### config.mk
export PLATFORM = sky130hd
export DESIGN_NAME = ref_freq_detector_flat
export DESIGN_NICKNAME = d
export VERILOG_FILES = /design/src/rtl/ref_freq_detector_if.sv /design/src/rtl/ref_freq_detector.sv /design/src/flat_wrapper.sv
export SDC_FILE = /design/constraint.sdc
export NUM_CORES = 1
export LEC_CHECK = 0
export BUFFER_PORTS_ARGS = -buffer_cell sky130_fd_sc_hd__buf_4
export CAP_MARGIN = 10
export CORE_UTILIZATION = 53
export DETAILED_ROUTE_END_ITERATION = 10
export PLACE_DENSITY_LB_ADDON = 0.2
export SETUP_SLACK_MARGIN = 0.1
export SYNTH_ARGS = -nofsm -noshare
export SYNTH_HDL_FRONTEND = slang
export SYNTH_SLANG_ARGS = --single-unit
### constraint.sdc
create_clock -name clk -period 2.8 [get_ports clk]
set_input_delay 0.56 -clock clk [delete_from_list [all_inputs] [get_ports clk]]
set_output_delay 0.56 -clock clk [all_outputs]
set_load 0.02 [all_outputs]
### src/rtl/ref_freq_detector_if.sv
// Reference-input bundle of the lock-in reference frequency detector.
// The reference source drives ref_in; the detector returns its measurements.
interface ref_freq_detector_if #(
    parameter int CNT_W = 17
);
    logic             ref_in;
    logic             edge_strobe;
    logic [CNT_W-1:0] period;
    logic             period_valid;
    logic [2:0]       freq;
    logic             locked;
    logic             timeout;

    modport master (
        output ref_in,
        input  edge_strobe, period, period_valid, freq, locked, timeout
    );

    modport slave (
        input  ref_in,
        output edge_strobe, period, period_valid, freq, locked, timeout
    );
endinterface

### src/rtl/ref_freq_detector.sv
// Measures the period of the external TTL reference and classifies it into the
// 3-bit oscillator frequency code, locking after LOCK_N consecutive matches.
module ref_freq_detector #(
    parameter int CNT_W  = 17,
    parameter int LOCK_N = 4
) (
    input  logic               clk,
    input  logic               rst,
    ref_freq_detector_if.slave bus
);
    localparam int MCNT_W = $clog2(LOCK_N + 1);

    localparam logic [0:0] ST_IDLE    = 1'b0;
    localparam logic [0:0] ST_MEASURE = 1'b1;

    localparam logic [CNT_W-1:0]  CNT_MAX   = {CNT_W{1'b1}};
    localparam logic [MCNT_W-1:0] MCNT_LOCK = MCNT_W'(LOCK_N);

    // Inclusive +/-10 % windows around 36 MHz / f_nominal for each code.
    function automatic logic [31:0] win_lo(input int code);
        case (code)
            0:       return 32'd64800;
            1:       return 32'd32400;
            2:       return 32'd16200;
            3:       return 32'd6480;
            4:       return 32'd3240;
            5:       return 32'd1620;
            6:       return 32'd648;
            default: return 32'd324;
        endcase
    endfunction

    function automatic logic [31:0] win_hi(input int code);
        case (code)
            0:       return 32'd79200;
            1:       return 32'd39600;
            2:       return 32'd19800;
            3:       return 32'd7920;
            4:       return 32'd3960;
            5:       return 32'd1980;
            6:       return 32'd792;
            default: return 32'd396;
        endcase
    endfunction

    logic              sync1_q, sync1_d;
    logic              sync2_q, sync2_d;
    logic              dly_q, dly_d;
    logic              rise_q, rise_d;
    logic [0:0]        state_q, state_d;
    logic [CNT_W-1:0]  cnt_q, cnt_d;
    logic [CNT_W-1:0]  period_q, period_d;
    logic              pv_q, pv_d;
    logic              es_q, es_d;
    logic              to_q, to_d;
    logic [2:0]        cand_q, cand_d;
    logic [MCNT_W-1:0] mcnt_q, mcnt_d;
    logic [2:0]        freq_q, freq_d;
    logic              locked_q, locked_d;

    logic [31:0]       period_ext;
    logic [7:0]        in_win;
    logic              win_hit;
    logic [2:0]        win_code;
    logic              sat;
    logic [2:0]        cand_new;
    logic [MCNT_W-1:0] mcnt_new;

    assign period_ext = 32'(period_q);

    genvar gi;
    generate
        for (gi = 0; gi < 8; gi++) begin : g_win
            assign in_win[gi] = (period_ext >= win_lo(gi)) && (period_ext <= win_hi(gi));
        end
    endgenerate

    always_comb begin
        win_hit  = |in_win;
        win_code = 3'd0;
        for (int i = 0; i < 8; i++) begin
            if (in_win[i]) win_code = 3'(i);
        end
    end

    // Saturation is flagged on the cycle the counter would step onto CNT_MAX.
    assign sat = (cnt_q >= (CNT_MAX - 1'b1));

    always_comb begin
        sync1_d  = bus.ref_in;
        sync2_d  = sync1_q;
        dly_d    = sync2_q;
        rise_d   = sync2_q & ~dly_q;

        state_d  = state_q;
        cnt_d    = cnt_q;
        period_d = period_q;
        pv_d     = 1'b0;
        es_d     = 1'b0;
        to_d     = 1'b0;
        cand_d   = cand_q;
        mcnt_d   = mcnt_q;
        freq_d   = freq_q;
        locked_d = locked_q;
        cand_new = cand_q;
        mcnt_new = mcnt_q;

        case (state_q)
            ST_IDLE: begin
                if (rise_q) begin
                    es_d    = 1'b1;
                    cnt_d   = CNT_W'(1);
                    state_d = ST_MEASURE;
                end
            end
            default: begin
                if (rise_q) begin
                    es_d     = 1'b1;
                    pv_d     = 1'b1;
                    period_d = sat ? CNT_MAX : cnt_q;
                    cnt_d    = CNT_W'(1);
                end else if (sat) begin
                    to_d     = 1'b1;
                    locked_d = 1'b0;
                    mcnt_d   = '0;
                    cnt_d    = '0;
                    state_d  = ST_IDLE;
                end else begin
                    cnt_d = cnt_q + 1'b1;
                end
            end
        endcase

        // Classification runs on the cycle after period_valid, from the stored period.
        if (pv_q) begin
            if (win_hit) begin
                if (win_code == cand_q) begin
                    cand_new = cand_q;
                    mcnt_new = (mcnt_q == MCNT_LOCK) ? mcnt_q : mcnt_q + 1'b1;
                end else begin
                    cand_new = win_code;
                    mcnt_new = MCNT_W'(1);
                end
                cand_d   = cand_new;
                mcnt_d   = mcnt_new;
                locked_d = (mcnt_new == MCNT_LOCK);
                if (mcnt_new == MCNT_LOCK) freq_d = cand_new;
            end else begin
                mcnt_d   = '0;
                locked_d = 1'b0;
            end
        end
    end

    always_ff @(posedge clk) begin
        if (rst) begin
            sync1_q  <= 1'b0;
            sync2_q  <= 1'b0;
            dly_q    <= 1'b0;
            rise_q   <= 1'b0;
            state_q  <= ST_IDLE;
            cnt_q    <= '0;
            period_q <= '0;
            pv_q     <= 1'b0;
            es_q     <= 1'b0;
            to_q     <= 1'b0;
            cand_q   <= 3'd1;
            mcnt_q   <= '0;
            freq_q   <= 3'd1;
            locked_q <= 1'b0;
        end else begin
            sync1_q  <= sync1_d;
            sync2_q  <= sync2_d;
            dly_q    <= dly_d;
            rise_q   <= rise_d;
            state_q  <= state_d;
            cnt_q    <= cnt_d;
            period_q <= period_d;
            pv_q     <= pv_d;
            es_q     <= es_d;
            to_q     <= to_d;
            cand_q   <= cand_d;
            mcnt_q   <= mcnt_d;
            freq_q   <= freq_d;
            locked_q <= locked_d;
        end
    end

    assign bus.edge_strobe  = es_q;
    assign bus.period       = period_q;
    assign bus.period_valid = pv_q;
    assign bus.freq         = freq_q;
    assign bus.locked       = locked_q;
    assign bus.timeout      = to_q;
endmodule
### src/flat_wrapper.sv
// flat-port wrapper written by rule: the top's interface ports become plain ports
module ref_freq_detector_flat 
#(
    parameter int CNT_W  = 17,
    parameter int LOCK_N = 4
)
  (clk, rst, bus_ref_in, bus_edge_strobe, bus_period, bus_period_valid, bus_freq, bus_locked, bus_timeout);
  ref_freq_detector_if #(.CNT_W(CNT_W)) bus_i ();
  input  logic clk;
  input  logic rst;
  input wire logic [$bits(bus_i.ref_in)-1:0] bus_ref_in;
  output wire logic [$bits(bus_i.edge_strobe)-1:0] bus_edge_strobe;
  output wire logic [$bits(bus_i.period)-1:0] bus_period;
  output wire logic [$bits(bus_i.period_valid)-1:0] bus_period_valid;
  output wire logic [$bits(bus_i.freq)-1:0] bus_freq;
  output wire logic [$bits(bus_i.locked)-1:0] bus_locked;
  output wire logic [$bits(bus_i.timeout)-1:0] bus_timeout;
  assign bus_i.ref_in = bus_ref_in;
  assign bus_edge_strobe = bus_i.edge_strobe;
  assign bus_period = bus_i.period;
  assign bus_period_valid = bus_i.period_valid;
  assign bus_freq = bus_i.freq;
  assign bus_locked = bus_i.locked;
  assign bus_timeout = bus_i.timeout;
  ref_freq_detector #(.CNT_W(CNT_W), .LOCK_N(LOCK_N)) u_core (.clk(clk), .rst(rst), .bus(bus_i));
endmodule
=== Word-level counts from Yosys, hierarchy flattened ===
Index checks and enable logic that the tools add are counted.

* Register bits after elaboration: 52
* Bits of input ports: 3
* Output and inout port bits: 24
* Logic and storage cells: 90

* Add/sub/neg operators: 2
* Magnitude comparators: 17
* Eq/ne operators: 4
* Muxes and demuxes: 32
* Bitwise logic cells: 3
* Reductions and logical operators: 18

{| class="wikitable"
|+ Operators with widths
! kind !! number
|-
| two-way mux 17 bit || 5
|-
| two-way mux 3 bit || 14
|-
| adder 17 x 1 -> 17 bit (second input constant) || 1
|-
| >= comparator 17 x 10 -> 1 bit (second input constant) || 1
|-
| >= comparator 17 x 11 -> 1 bit (second input constant) || 1
|-
| >= comparator 17 x 12 -> 1 bit (second input constant) || 1
|-
| >= comparator 17 x 13 -> 1 bit (second input constant) || 1
|-
| >= comparator 17 x 14 -> 1 bit (second input constant) || 1
|-
| >= comparator 17 x 15 -> 1 bit (second input constant) || 1
|-
| >= comparator 17 x 16 -> 1 bit (second input constant) || 1
|-
| >= comparator 17 bit (second input constant) || 1
|-
| >= comparator 17 x 9 -> 1 bit (second input constant) || 1
|-
| <= comparator 17 x 10 -> 1 bit (second input constant) || 1
|-
| <= comparator 17 x 11 -> 1 bit (second input constant) || 1
|-
| <= comparator 17 x 12 -> 1 bit (second input constant) || 1
|-
| <= comparator 17 x 13 -> 1 bit (second input constant) || 1
|-
| <= comparator 17 x 15 -> 1 bit (second input constant) || 1
|-
| <= comparator 17 x 16 -> 1 bit (second input constant) || 1
|-
| <= comparator 17 bit (second input constant) || 1
|-
| <= comparator 17 x 9 -> 1 bit (second input constant) || 1
|-
| two-way mux 1 bit || 11
|-
| logical AND 1 bit || 8
|-
| OR reduction 8 bit || 1
|-
| equality test 3 bit (second input constant) || 2
|-
| other kinds (11) || 17
|}

=== Longest topological paths before layout ===
Gate-level depths: netlist of run 1.

* Depth after elaboration: 16
* Depth in mapped cells: 11
* Mapped depth without buffers: 9

=== Worst setup path before layout of run 1 ===
No wires, ideal clock.

* Kind: register -> register
* Start: register u_core.period_q[14] (netlist: u_core.bus.period[14])
* End: register u_core.mcnt_q[2]
* Arrival: 3.002 ns
* Required time: 2.721 ns
* Path slack: -0.281 ns
* Stages on the path, launching flop included: 10
* Path buffers: 1
* Period minus slack after synthesis: 3.081 ns
* Cell sequence: dfxtp_1 buf_4 or3b_1 or4_1 or4_1 o221ai_1 nand3b_1 xor2_1 or4_1 a211oi_2

* Word-level cells in the longest chain between the ends: 15
* Elaborated cells between the ends (all ways): 38

{| class="wikitable"
|+ RTL lines
! element !! line !! source
|-
| from (decl) || ref_freq_detector.sv:52 || <nowiki>logic [CNT_W-1:0] period_q, period_d;</nowiki>
|-
| from (signal assigned) || ref_freq_detector.sv:178 || <nowiki>period_q <= period_d;</nowiki>
|-
| >= comparator 17 x 15 -> 1 bit / <= comparator 17 x 16 -> 1 bit (equally long branches) || ref_freq_detector.sv:74 || <nowiki>assign in_win[gi] = (period_ext >= win_lo(gi)) && (period_ext <= win_hi(gi));</nowiki>
|-
| logical AND 1 bit || ref_freq_detector.sv:74 ||
|-
| two-way mux 1 bit || ref_freq_detector.sv:82 || <nowiki>if (in_win[i]) win_code = 3'(i);</nowiki>
|-
| two-way mux 2 bit (2 in a row) || ref_freq_detector.sv:82 ||
|-
| two-way mux 3 bit (4 in a row) || ref_freq_detector.sv:82 ||
|-
| equality test 3 bit || ref_freq_detector.sv:137 || <nowiki>if (win_code == cand_q) begin</nowiki>
|-
| two-way mux 3 bit || ref_freq_detector.sv:137 ||
|-
| two-way mux 3 bit || ref_freq_detector.sv:136 || <nowiki>if (win_hit) begin</nowiki>
|-
| two-way mux 3 bit || ref_freq_detector.sv:135 || <nowiki>if (pv_q) begin</nowiki>
|-
| two-way mux 3 bit * || ref_freq_detector.sv:136 ||
|-
| two-way mux 3 bit * || ref_freq_detector.sv:135 ||
|-
| to (signal assigned) || ref_freq_detector.sv:183 || <nowiki>mcnt_q <= mcnt_d;</nowiki>
|-
| to (decl) || ref_freq_detector.sv:57 || <nowiki>logic [MCNT_W-1:0] mcnt_q, mcnt_d;</nowiki>
|}

Mark *: on every way between the ends. The rest lies on a longest branch, timed or not. The select of a mux whose other input is x is not followed.
A chain may end at the register's enable or synchronous reset.

=== Worst setup path in the final report of run 1 ===
* Start: register u_core.period_q[12] (netlist: u_core.bus.period[12])
* End: register u_core.mcnt_q[2]

The elaborated chain is that of the path after synthesis.

==> impl_metrics.env, run 1 <==
export IMPL_crit_path_start="u_core.bus.period[12]$_SDFFE_PP0P_"
export IMPL_core_area_um2=5200
export IMPL_cts_tree="yes"
export IMPL_critPathKind="reg2reg"
export IMPL_drive_gt1_share_pct=22.2
export IMPL_drt_initial_drc_count=152
export IMPL_worst_pin_slew_ns=0.555
export IMPL_r2r_start="u_core.bus.period[12]$_SDFFE_PP0P_"
export IMPL_io_buffers=26
export IMPL_yosysWarnings=0
export IMPL_die_area_um2=5810
export IMPL_hold_viol=0
export IMPL_post_place_ws_ns=-0.0220
export IMPL_clk_pin_slew_ns=0.10
export IMPL_cp_arrival_ns=3.01
export IMPL_ir_drop_mv=0.351
export IMPL_avgSynthCellArea_um2=7.51
export IMPL_synthXorXnorAreaFrac_pct=0.899
export IMPL_cts_buffers=5
export IMPL_setup_violations_final=0
export IMPL_crit_chain="or3b_1 > or4_4 > or4_4 > o221ai_2 > o41a_1 > nand2_1 > or4_4 > a211oi_2"
export IMPL_ctsHoldBuffers=0
export IMPL_start_util_pct=56.1
export IMPL_post_dp_cell_area_um2=3330
export IMPL_clkSinkCount=52
export IMPL_maxCapViolCount=0
export IMPL_io_pins=27
export IMPL_wirelength_um=7370
export IMPL_rows=26
export IMPL_ys_ff_latch=52
export IMPL_startpoint_type="register"
export IMPL_final_setup_worst_slack_ns=0.0228
export IMPL_r2r_cells=8
export IMPL_post_route_period_util_pct=99.2
export IMPL_num_vias=2930
export IMPL_synth_edf_count=0
export IMPL_cpLargestDelayFamily="simple AND/OR/NAND/NOR gates"
export IMPL_clock_latency_ns=0.30
export IMPL_synth_fa_ha_area_share_pct=1.71
export IMPL_final_area_um2=3510
export IMPL_timing_critical_path_buf_inv=0
export IMPL_fmax_mhz=360
export IMPL_crit_slowest_cell="or4_4"
export IMPL_synthesis_nets=396
export IMPL_critPathMostFrequentCell="or4_4"
export IMPL_die_w_um=76.2
export IMPL_fillers=476
export IMPL_drc=0
export IMPL_yosys_area_top_type="dfxtp_1"
export IMPL_synth_seq_area_share_pct=35.6
export IMPL_async_flop_share_pct=0
export IMPL_yosys_area_top_type_share_pct=35.6
export IMPL_clock_skew_ns=0.0113
export IMPL_cpPeakStageDelay_ns=0.53
export IMPL_grt_max_degree=54
export IMPL_endpoint_kind="register"
export IMPL_layout_common_cells="62 x buf_4, 59 x nand2_1, 46 x a21oi_1, 44 x nor2_1, 43 x dfxtp_1"
export IMPL_synth_simple_gate_area_share_pct=33.0
export IMPL_crit_end="u_core.mcnt_q[2]$_SDFFE_PP0P_"
export IMPL_crit_required_ns=3.04
export IMPL_syn_inst=389
export IMPL_crit_fanout=4
export IMPL_yosys_top_cells_area="dfxtp_1 36%, a21oi_1 7.9%, nand2_1 7.6%"
export IMPL_maxSlewViolCount=0
export IMPL_nets=434
export IMPL_synth_compound_area_share_pct=21.9
export IMPL_synthFlopType="dfxtp_1"
export IMPL_hold_class="reg2reg"
export IMPL_grt_overflow=0
export IMPL_num_antenna_cells=0
export IMPL_clock_tree_root_cell="clkbuf_8"
export IMPL_layout_commonest_cell="buf_4"
export IMPL_synthMuxAreaShare_pct=1.76
export IMPL_grtUsageTotal_pct=25.7
export IMPL_regArea_um2=1050
export IMPL_cts_htree_levels=2
export IMPL_vias_per_cell=5.88
export IMPL_postRouteAntennaNets=0
export IMPL_worst_path_stages=8
export IMPL_die_h_um=76.2
export IMPL_multiInputGateArea_um2=1790
export IMPL_rsz0062_at_grt="yes"
export IMPL_antenna_found_initial=0
export IMPL_p_per_area_nw_per_um2=345
export IMPL_clk_path_buf_depth=2
export IMPL_max_slew_margin_pct=63.0
export IMPL_synth_top_family_by_area="simple AND/OR/NAND/NOR gates"
export IMPL_yosysUniqueCellTypes=56
export IMPL_grt_pass1_wl_um=12300
export IMPL_routabilityCongestion=0.993
export IMPL_r2r_end="u_core.mcnt_q[2]$_SDFFE_PP0P_"
export IMPL_ff2ff_setup_slack_ns=0.02
export IMPL_p_leak_uw=0.00134
export IMPL_drt_pre_antenna_iters=4
export IMPL_finalCriticalPeriod_ns=2.78
export IMPL_status="finished, final reports clean"
export IMPL_grt_pass1_vias=2681
export IMPL_synth_area_um2=2920
export IMPL_wire_per_inst_um=14.8
export IMPL_area_growth_pct=20.2
export IMPL_place_hpwl_um=5260
cell type report:
cell class / count / area share (%)
Multi-Input combinational cell: 301 / 51.1
Sequential cell: 52 / 30.0
Timing Repair Buffer: 62 / 13.3
Tap cell: 70 / 2.49
Clock buffer: 5 / 1.96
Clock inverter: 3 / 0.641
Inverter: 5 / 0.534
registers in the layout (all words and copies together) (netlist names), 3 cells and up:
register,cells
u_core.bus.freq,3
u_core.bus.period,17
u_core.cand_q,3
u_core.cnt_q,17
u_core.mcnt_q,3
metal layers:
metal / vias up / GRT usage, % / routed length, um / share of wire, %
met3: 21 / 2.63 / 168 / 2.3
li1: 1464 / - / - / -
met2: 59 / 43.4 / 3530 / 48
met5: - / 0 / 0 / 0
met1: 1386 / 33.7 / 3480 / 47
met4: 0 / 10.0 / 195 / 2.6
cell families after synthesis:
| family | count (synthesis) |
|---|---|
| AND/OR/NAND/NOR | 190 |
| buffers and inverters | 36 |
| XOR/XNOR | 3 |
| flip-flops | 52 |
| adder cells (fa/ha/maj) | 4 |
| AO/OA/AOI/OAI | 99 |
| multiplexers | 5 |
metrics by stage:
step / power, uW / util, % / hold WS, ns / TNS [ns] / cells
6_report: 1210 / 67.5 / 0.389 / 0 / 498
5_1_grt: 1260 / 67.5 / 0.408 / -0.298 / 498
4_1_cts: 1230 / 66.4 / 0.391 / 0 / 496
3_5_place_dp: 800 / 63.9 / 0.377 / -0.0409 / 485
3_3_place_gp: 800 / 63.9 / 0.372 / 0 / 485
2_1_floorplan: 792 / - / 0.367 / -0.0406 / 389
what timing repair did:
item	4_1_cts	5_1_grt
hold endpoints to repair	0	0
buffers inserted	3	2
gates resized for setup	4	12
setup endpoints to repair	7	7
pin swaps	1	3
where the power goes:
group	internal (uW)	total, uW	switching, uW
sequential	742	746	4.03
combinational	10.9	37.2	26.3
clock	179	429	250
total	932	1210	280
synth_stat cells (all sizes together), types with 4 or more instances:
cell type	n
or3	4
nand3	8
nand2	59
a21oi	46
nor2b	9
nor3	10
nand2b	8
nor2	44
buf	7
nand4	6
ha	4
a31oi	5
and3	9
o211ai	4
o21ai	11
nand3b	6
inv	5
and2	4
or4	7
clkbuf	24
nor4	4
mux2i	4
dfxtp	52
nor3b	5
a311oi	5
worst min path at each step:
stage	cells after the start	slack (ns)	startpoint	end
after floorplan	1	0.37	u_core.dly_q$_SDFF_PP0_	u_core.rise_q$_SDFF_PP0_
after global placement	1	0.37	u_core.dly_q$_SDFF_PP0_	u_core.rise_q$_SDFF_PP0_
after detailed placement	1	0.38	u_core.dly_q$_SDFF_PP0_	u_core.rise_q$_SDFF_PP0_
after CTS	1	0.39	u_core.dly_q$_SDFF_PP0_	u_core.rise_q$_SDFF_PP0_
after global routing	1	0.41	u_core.dly_q$_SDFF_PP0_	u_core.rise_q$_SDFF_PP0_
final	1	0.39	u_core.dly_q$_SDFF_PP0_	u_core.rise_q$_SDFF_PP0_
(Power assumes the default switching activity.)
==> run 2, diff against run 1 <==
--- a/config.mk
+++ b/config.mk
@@ -6,8 +6,10 @@
 export NUM_CORES = 1
 export LEC_CHECK = 0
 export BUFFER_PORTS_ARGS = -buffer_cell sky130_fd_sc_hd__buf_4
-export CAP_MARGIN = 10
-export CORE_UTILIZATION = 53
+export CELL_PAD_IN_SITES_DETAIL_PLACEMENT = 0
+export CELL_PAD_IN_SITES_GLOBAL_PLACEMENT = 1
+export CORE_MARGIN = 3
+export CORE_UTILIZATION = 39
 export DETAILED_ROUTE_END_ITERATION = 10
 export PLACE_DENSITY_LB_ADDON = 0.2
 export SETUP_SLACK_MARGIN = 0.1
==> impl_metrics.env, run 2 (synthesis results as in run 1) <==
export IMPL_grt_pass1_vias=2703
export IMPL_drt_pre_antenna_iters=4
export IMPL_vias_per_cell=5.48
export IMPL_hold_depth=1
export IMPL_r2r_cells=8
export IMPL_crit_required_ns=3.03
export IMPL_p_leak_uw=0.00133
export IMPL_cts_buffers=5
export IMPL_rows=30
export IMPL_postRouteAntennaNets=0
export IMPL_hold_viol=0
export IMPL_maxCapViolCount=0
export IMPL_final_setup_worst_slack_ns=0.00631
export IMPL_area_growth_pct=20.6
export IMPL_drc=0
export IMPL_clock_tree_root_cell="clkbuf_8"
export IMPL_grt_overflow=0
export IMPL_setup_violations_final=0
export IMPL_die_w_um=92.6
export IMPL_drive_gt1_share_pct=20.8
export IMPL_cts_tree="yes"
export IMPL_layout_common_cells="61 x buf_4, 59 x nand2_1, 46 x a21oi_1, 46 x dfxtp_1, 44 x nor2_1"
export IMPL_drt_initial_drc_count=140
export IMPL_p_per_area_nw_per_um2=344
export IMPL_clock_skew_ns=0.00599
export IMPL_hold_end="u_core.rise_q$_SDFF_PP0_"
export IMPL_grt_max_degree=54
export IMPL_crit_fanout=4
export IMPL_num_vias=2867
export IMPL_wire_per_inst_um=14.3
export IMPL_endpoint_kind="register"
export IMPL_tns_ns=0
export IMPL_critPathKind="reg2reg"
export IMPL_io_pins=27
export IMPL_clkSinkCount=52
export IMPL_power_uw=1210
export IMPL_die_h_um=92.6
export IMPL_post_place_ws_ns=0.0431
export IMPL_clk_path_buf_depth=2
export IMPL_ir_drop_mv=0.230
export IMPL_layout_commonest_cell="buf_4"
export IMPL_maxSlewViolCount=0
export IMPL_startpoint_type="register"
export IMPL_r2r_end="u_core.mcnt_q[2]$_SDFFE_PP0P_"
export IMPL_worst_pin_slew_ns=0.579
export IMPL_cp_arrival_ns=3.02
export IMPL_ctsHoldBuffers=0
export IMPL_wirelength_um=7480
export IMPL_cts_htree_levels=2
export IMPL_finalCriticalPeriod_ns=2.79
export IMPL_grt_pass1_wl_um=12900
export IMPL_clock_latency_ns=0.30
export IMPL_fmax_mhz=358
export IMPL_place_hpwl_um=5460
export IMPL_io_buffers=26
export IMPL_hold_class="reg2reg"
export IMPL_start_util_pct=41.6
export IMPL_rsz0062_at_grt="yes"
export IMPL_ff2ff_setup_slack_ns=0.006
export IMPL_clk_pin_slew_ns=0.10
export IMPL_post_route_period_util_pct=99.8
export IMPL_r2r_start="u_core.bus.period[12]$_SDFFE_PP0P_"
export IMPL_antenna_found_initial=0
export IMPL_nets=433
export IMPL_worstHoldStart="u_core.dly_q$_SDFF_PP0_"
export IMPL_num_antenna_cells=0
export IMPL_grtUsageTotal_pct=18.0
export IMPL_post_dp_cell_area_um2=3380
export IMPL_routabilityCongestion=0.846
export IMPL_status="finished, final reports clean"
export IMPL_final_area_um2=3520
export IMPL_core_area_um2=7020
export IMPL_die_area_um2=8570
export IMPL_max_slew_margin_pct=61.4
[run 2: critical path, stage by stage (launching register included)]
cell	delay (ns)
dfxtp_2	0.34
or3b_1	0.37
or4_4	0.44
or4_4	0.43
o221ai_2	0.09
o41a_1	0.25
nand2_1	0.07
or4_4	0.53
a211oi_2	0.20
[run 2: area by class of cell]
type                            count  area, um2
Clock buffer                        6       72.6
Sequential cell                    52       1050
Tap cell                           96        120
Fill cell                         719       3500
Inverter                            5       18.8
Multi-Input combinational cell    301       1790
Clock inverter                      2       15.0
Timing Repair Buffer               61        458
[run 2: how the worst max path moves through the flow]
stage | startpoint | to | slack [ns]
global route | u_core.bus.period[12]$_SDFFE_PP0P_ | u_core.mcnt_q[2]$_SDFFE_PP0P_ | -0.1
detailed placement | u_core.bus.period[12]$_SDFFE_PP0P_ | u_core.bus.locked$_SDFFE_PP0P_ | 0.04
global placement | u_core.bus.period[12]$_SDFFE_PP0P_ | u_core.bus.locked$_SDFFE_PP0P_ | 0.06
floorplan | u_core.bus.period[12]$_SDFFE_PP0P_ | u_core.mcnt_q[2]$_SDFFE_PP0P_ | -0.04
finish | u_core.bus.period[12]$_SDFFE_PP0P_ | u_core.mcnt_q[2]$_SDFFE_PP0P_ | 0.006
CTS | u_core.bus.period[12]$_SDFFE_PP0P_ | u_core.mcnt_q[2]$_SDFFE_PP0P_ | 0.03
[run 2: power by group]
group / internal (uW) / switching, uW
Combinational: 11.1 / 27.0
Clock: 179 / 249
Sequential: 742 / 3.86
[run 2: timing repair]
| item | 4_1_cts | 5_1_grt |
|---|---|---|
| resized for setup | 0 | 12 |
| gates cloned | 0 | 0 |
| setup endpoints to repair | 6 | 7 |
| buffers inserted | 1 | 0 |
| pin swaps | 0 | 1 |
[run 2: metrics by stage]
| step | hold slack, ns | cells | utilization, % |
|---|---|---|---|
| after floorplan | 0.367 | 389 | - |
| after global placement | 0.371 | 514 | 48.2 |
| after detailed placement | 0.382 | 514 | 48.2 |
| after CTS | 0.397 | 523 | 49.5 |
| after global routing | 0.412 | 523 | 50.2 |
| final | 0.390 | 523 | 50.2 |
[run 2: metal layers]
layer,routed length [um],up-vias,global-route usage [%]
li1,-,1474,-
met1,3670,1335,24.9
met2,3510,48,29.2
met3,190,10,2.44
met4,114,0,5.32
met5,0,-,0
==> run 3, diff against run 2 <==
--- a/config.mk
+++ b/config.mk
@@ -9,7 +9,7 @@
 export CELL_PAD_IN_SITES_DETAIL_PLACEMENT = 0
 export CELL_PAD_IN_SITES_GLOBAL_PLACEMENT = 1
 export CORE_MARGIN = 3
-export CORE_UTILIZATION = 39
+export CORE_UTILIZATION = 43
 export DETAILED_ROUTE_END_ITERATION = 10
 export PLACE_DENSITY_LB_ADDON = 0.2
 export SETUP_SLACK_MARGIN = 0.1
==> constraint.sdc (replaced) <==
create_clock -name clk -period 3.2 [get_ports clk]
set_input_delay 0.64 -clock clk [delete_from_list [all_inputs] [get_ports clk]]
set_output_delay 0.64 -clock clk [all_outputs]
set_load 0.02 [all_outputs]
==> impl_metrics.env, run 3 (synthesis results as in run 1) <==
export IMPL_regArea_um2=1040
export IMPL_grtUsageTotal_pct=19.7
export IMPL_r2r_end="u_core.mcnt_q[1]$_SDFFE_PP0P_"
export IMPL_start_util_pct=45.2
export IMPL_drc=0
export IMPL_finalCriticalPeriod_ns=2.97
export IMPL_grt_max_degree=54
export IMPL_wirelength_um=7250
export IMPL_p_leak_uw=0.00121
export IMPL_ir_drop_mv=0.203
export IMPL_crit_fanout=4
export IMPL_num_vias=2775
export IMPL_hold_end="u_core.rise_q$_SDFF_PP0_"
export IMPL_clock_latency_ns=0.30
export IMPL_die_area_um2=7820
export IMPL_setup_violations_final=0
export IMPL_critPathKind="reg2reg"
export IMPL_clkSinkCount=52
export IMPL_io_buffers=26
export IMPL_final_cells=485
export IMPL_rsz0062_at_grt="no"
export IMPL_crit_slowest_cell="or4_1"
export IMPL_antenna_found_initial=0
export IMPL_clk_pin_slew_ns=0.10
export IMPL_endpoint_kind="register"
export IMPL_die_h_um=88.4
export IMPL_timing_critical_path_buf_inv=1
export IMPL_num_antenna_cells=0
export IMPL_drt_pre_antenna_iters=4
export IMPL_core_area_um2=6460
export IMPL_cts_buffers=5
export IMPL_drt_initial_drc_count=130
export IMPL_multiInputGateArea_um2=1740
export IMPL_hold_depth=1
export IMPL_r2r_start="u_core.bus.period[12]$_SDFFE_PP0P_"
export IMPL_max_slew_margin_pct=57.7
export IMPL_hold_ws_ns=0.390
export IMPL_hold_class="reg2reg"
export IMPL_cts_htree_levels=2
export IMPL_vias_per_cell=5.72
export IMPL_nets=414
export IMPL_crit_required_ns=3.44
export IMPL_drive_gt1_share_pct=13.7
export IMPL_rows=29
export IMPL_io_pins=27
export IMPL_status="finished, final reports clean"
export IMPL_critPathMostFrequentCell="or4_1"
export IMPL_layout_commonest_cell="nand2_1"
export IMPL_cpLargestDelayFamily="simple AND/OR/NAND/NOR gates"
export IMPL_r2r_cells=9
export IMPL_cpPeakStageDelay_ns=0.53
export IMPL_hold_viol=0
export IMPL_die_w_um=88.4
export IMPL_tns_ns=0
export IMPL_cts_tree="yes"
export IMPL_maxSlewViolCount=0
export IMPL_worst_pin_slew_ns=0.635
export IMPL_layout_common_cells="59 x nand2_1, 52 x dfxtp_1, 46 x a21oi_1, 44 x nor2_1, 42 x buf_4"
export IMPL_cp_arrival_ns=3.21
export IMPL_maxCapViolCount=0
export IMPL_wire_per_inst_um=15.0
export IMPL_worstHoldStart="u_core.dly_q$_SDFF_PP0_"
export IMPL_clock_tree_root_cell="clkbuf_8"
export IMPL_p_per_area_nw_per_um2=322
export IMPL_grt_overflow=0
export IMPL_grt_pass1_wl_um=12400
export IMPL_startpoint_type="register"
export IMPL_ff2ff_setup_slack_ns=0.23
export IMPL_place_hpwl_um=5160
export IMPL_grt_pass1_vias=2593
export IMPL_fillers=679
export IMPL_dp_cells=473
export IMPL_crit_chain="or3b_1 > or4_1 > or4_1 > o221ai_1 > nand3b_1 > xor2_2 > buf_4 > or4_1 > a21oi_1"
export IMPL_clk_path_buf_depth=2
export IMPL_clock_skew_ns=0.00769
export IMPL_post_route_period_util_pct=92.8
export IMPL_fmax_mhz=337
export IMPL_area_growth_pct=12.9
export IMPL_postRouteAntennaNets=0
export IMPL_routabilityCongestion=0.873
run 3: area by class of cell:
class                   instances  area share [%]
clock inverters                 3           0.645
flip-flops and latches         52            31.6
clock buffers                   5            2.09
inverters                       5           0.569
multi-input cells             301            52.7
repair buffers                 42            9.56
well taps                      77            2.92
run 3: how the worst max path moves through the flow:
stage	from	to	slack [ns]	cells after the start
final	u_core.bus.period[12]$_SDFFE_PP0P_	u_core.mcnt_q[1]$_SDFFE_PP0P_	0.23	9
after global routing	u_core.bus.period[12]$_SDFFE_PP0P_	u_core.mcnt_q[2]$_SDFFE_PP0P_	0.1	8
after CTS	u_core.bus.period[12]$_SDFFE_PP0P_	u_core.mcnt_q[2]$_SDFFE_PP0P_	0.22	8
after detailed placement	u_core.bus.period[12]$_SDFFE_PP0P_	u_core.mcnt_q[2]$_SDFFE_PP0P_	0.25	8
after global placement	u_core.bus.period[12]$_SDFFE_PP0P_	u_core.mcnt_q[2]$_SDFFE_PP0P_	0.28	8
after floorplan	u_core.bus.period[14]$_SDFFE_PP0P_	u_core.mcnt_q[2]$_SDFFE_PP0P_	0.12	9
run 3: metal layers:
layer  up-vias  part of all wire (%)  track usage (%)
li1       1433                     -                -
met1      1290                    49             27.2
met2        44                    47             31.9
met3         8                   3.0             3.07
met4         0                   1.3             5.77
met5         -                     0                0
run 3: where the power goes:
group          internal [uW]  switching, uW  leakage (uW)
Combinational           9.57           23.8      0.000745
Clock                    156            221     0.0000445
Sequential               650           3.48      0.000420
run 3: through the flow:
stage / setup WS, ns / utilization, % / total power (uW) / area (um2)
after global routing: 0.0967 / 51.1 / 1110 / 3300
after global placement: 0.283 / 49.1 / 702 / 3170
final: 0.232 / 51.1 / 1060 / 3300
after floorplan: 0.119 / - / 694 / 2920
after detailed placement: 0.245 / 49.1 / 703 / 3170
after CTS: 0.217 / 50.5 / 1080 / 3260
run 3: timing repair:
item | in CTS | in global routing
setup endpoints to repair | 0 | 1
resized for setup | 0 | 1
hold buffers | 0 | 0
buffers inserted | 0 | 4
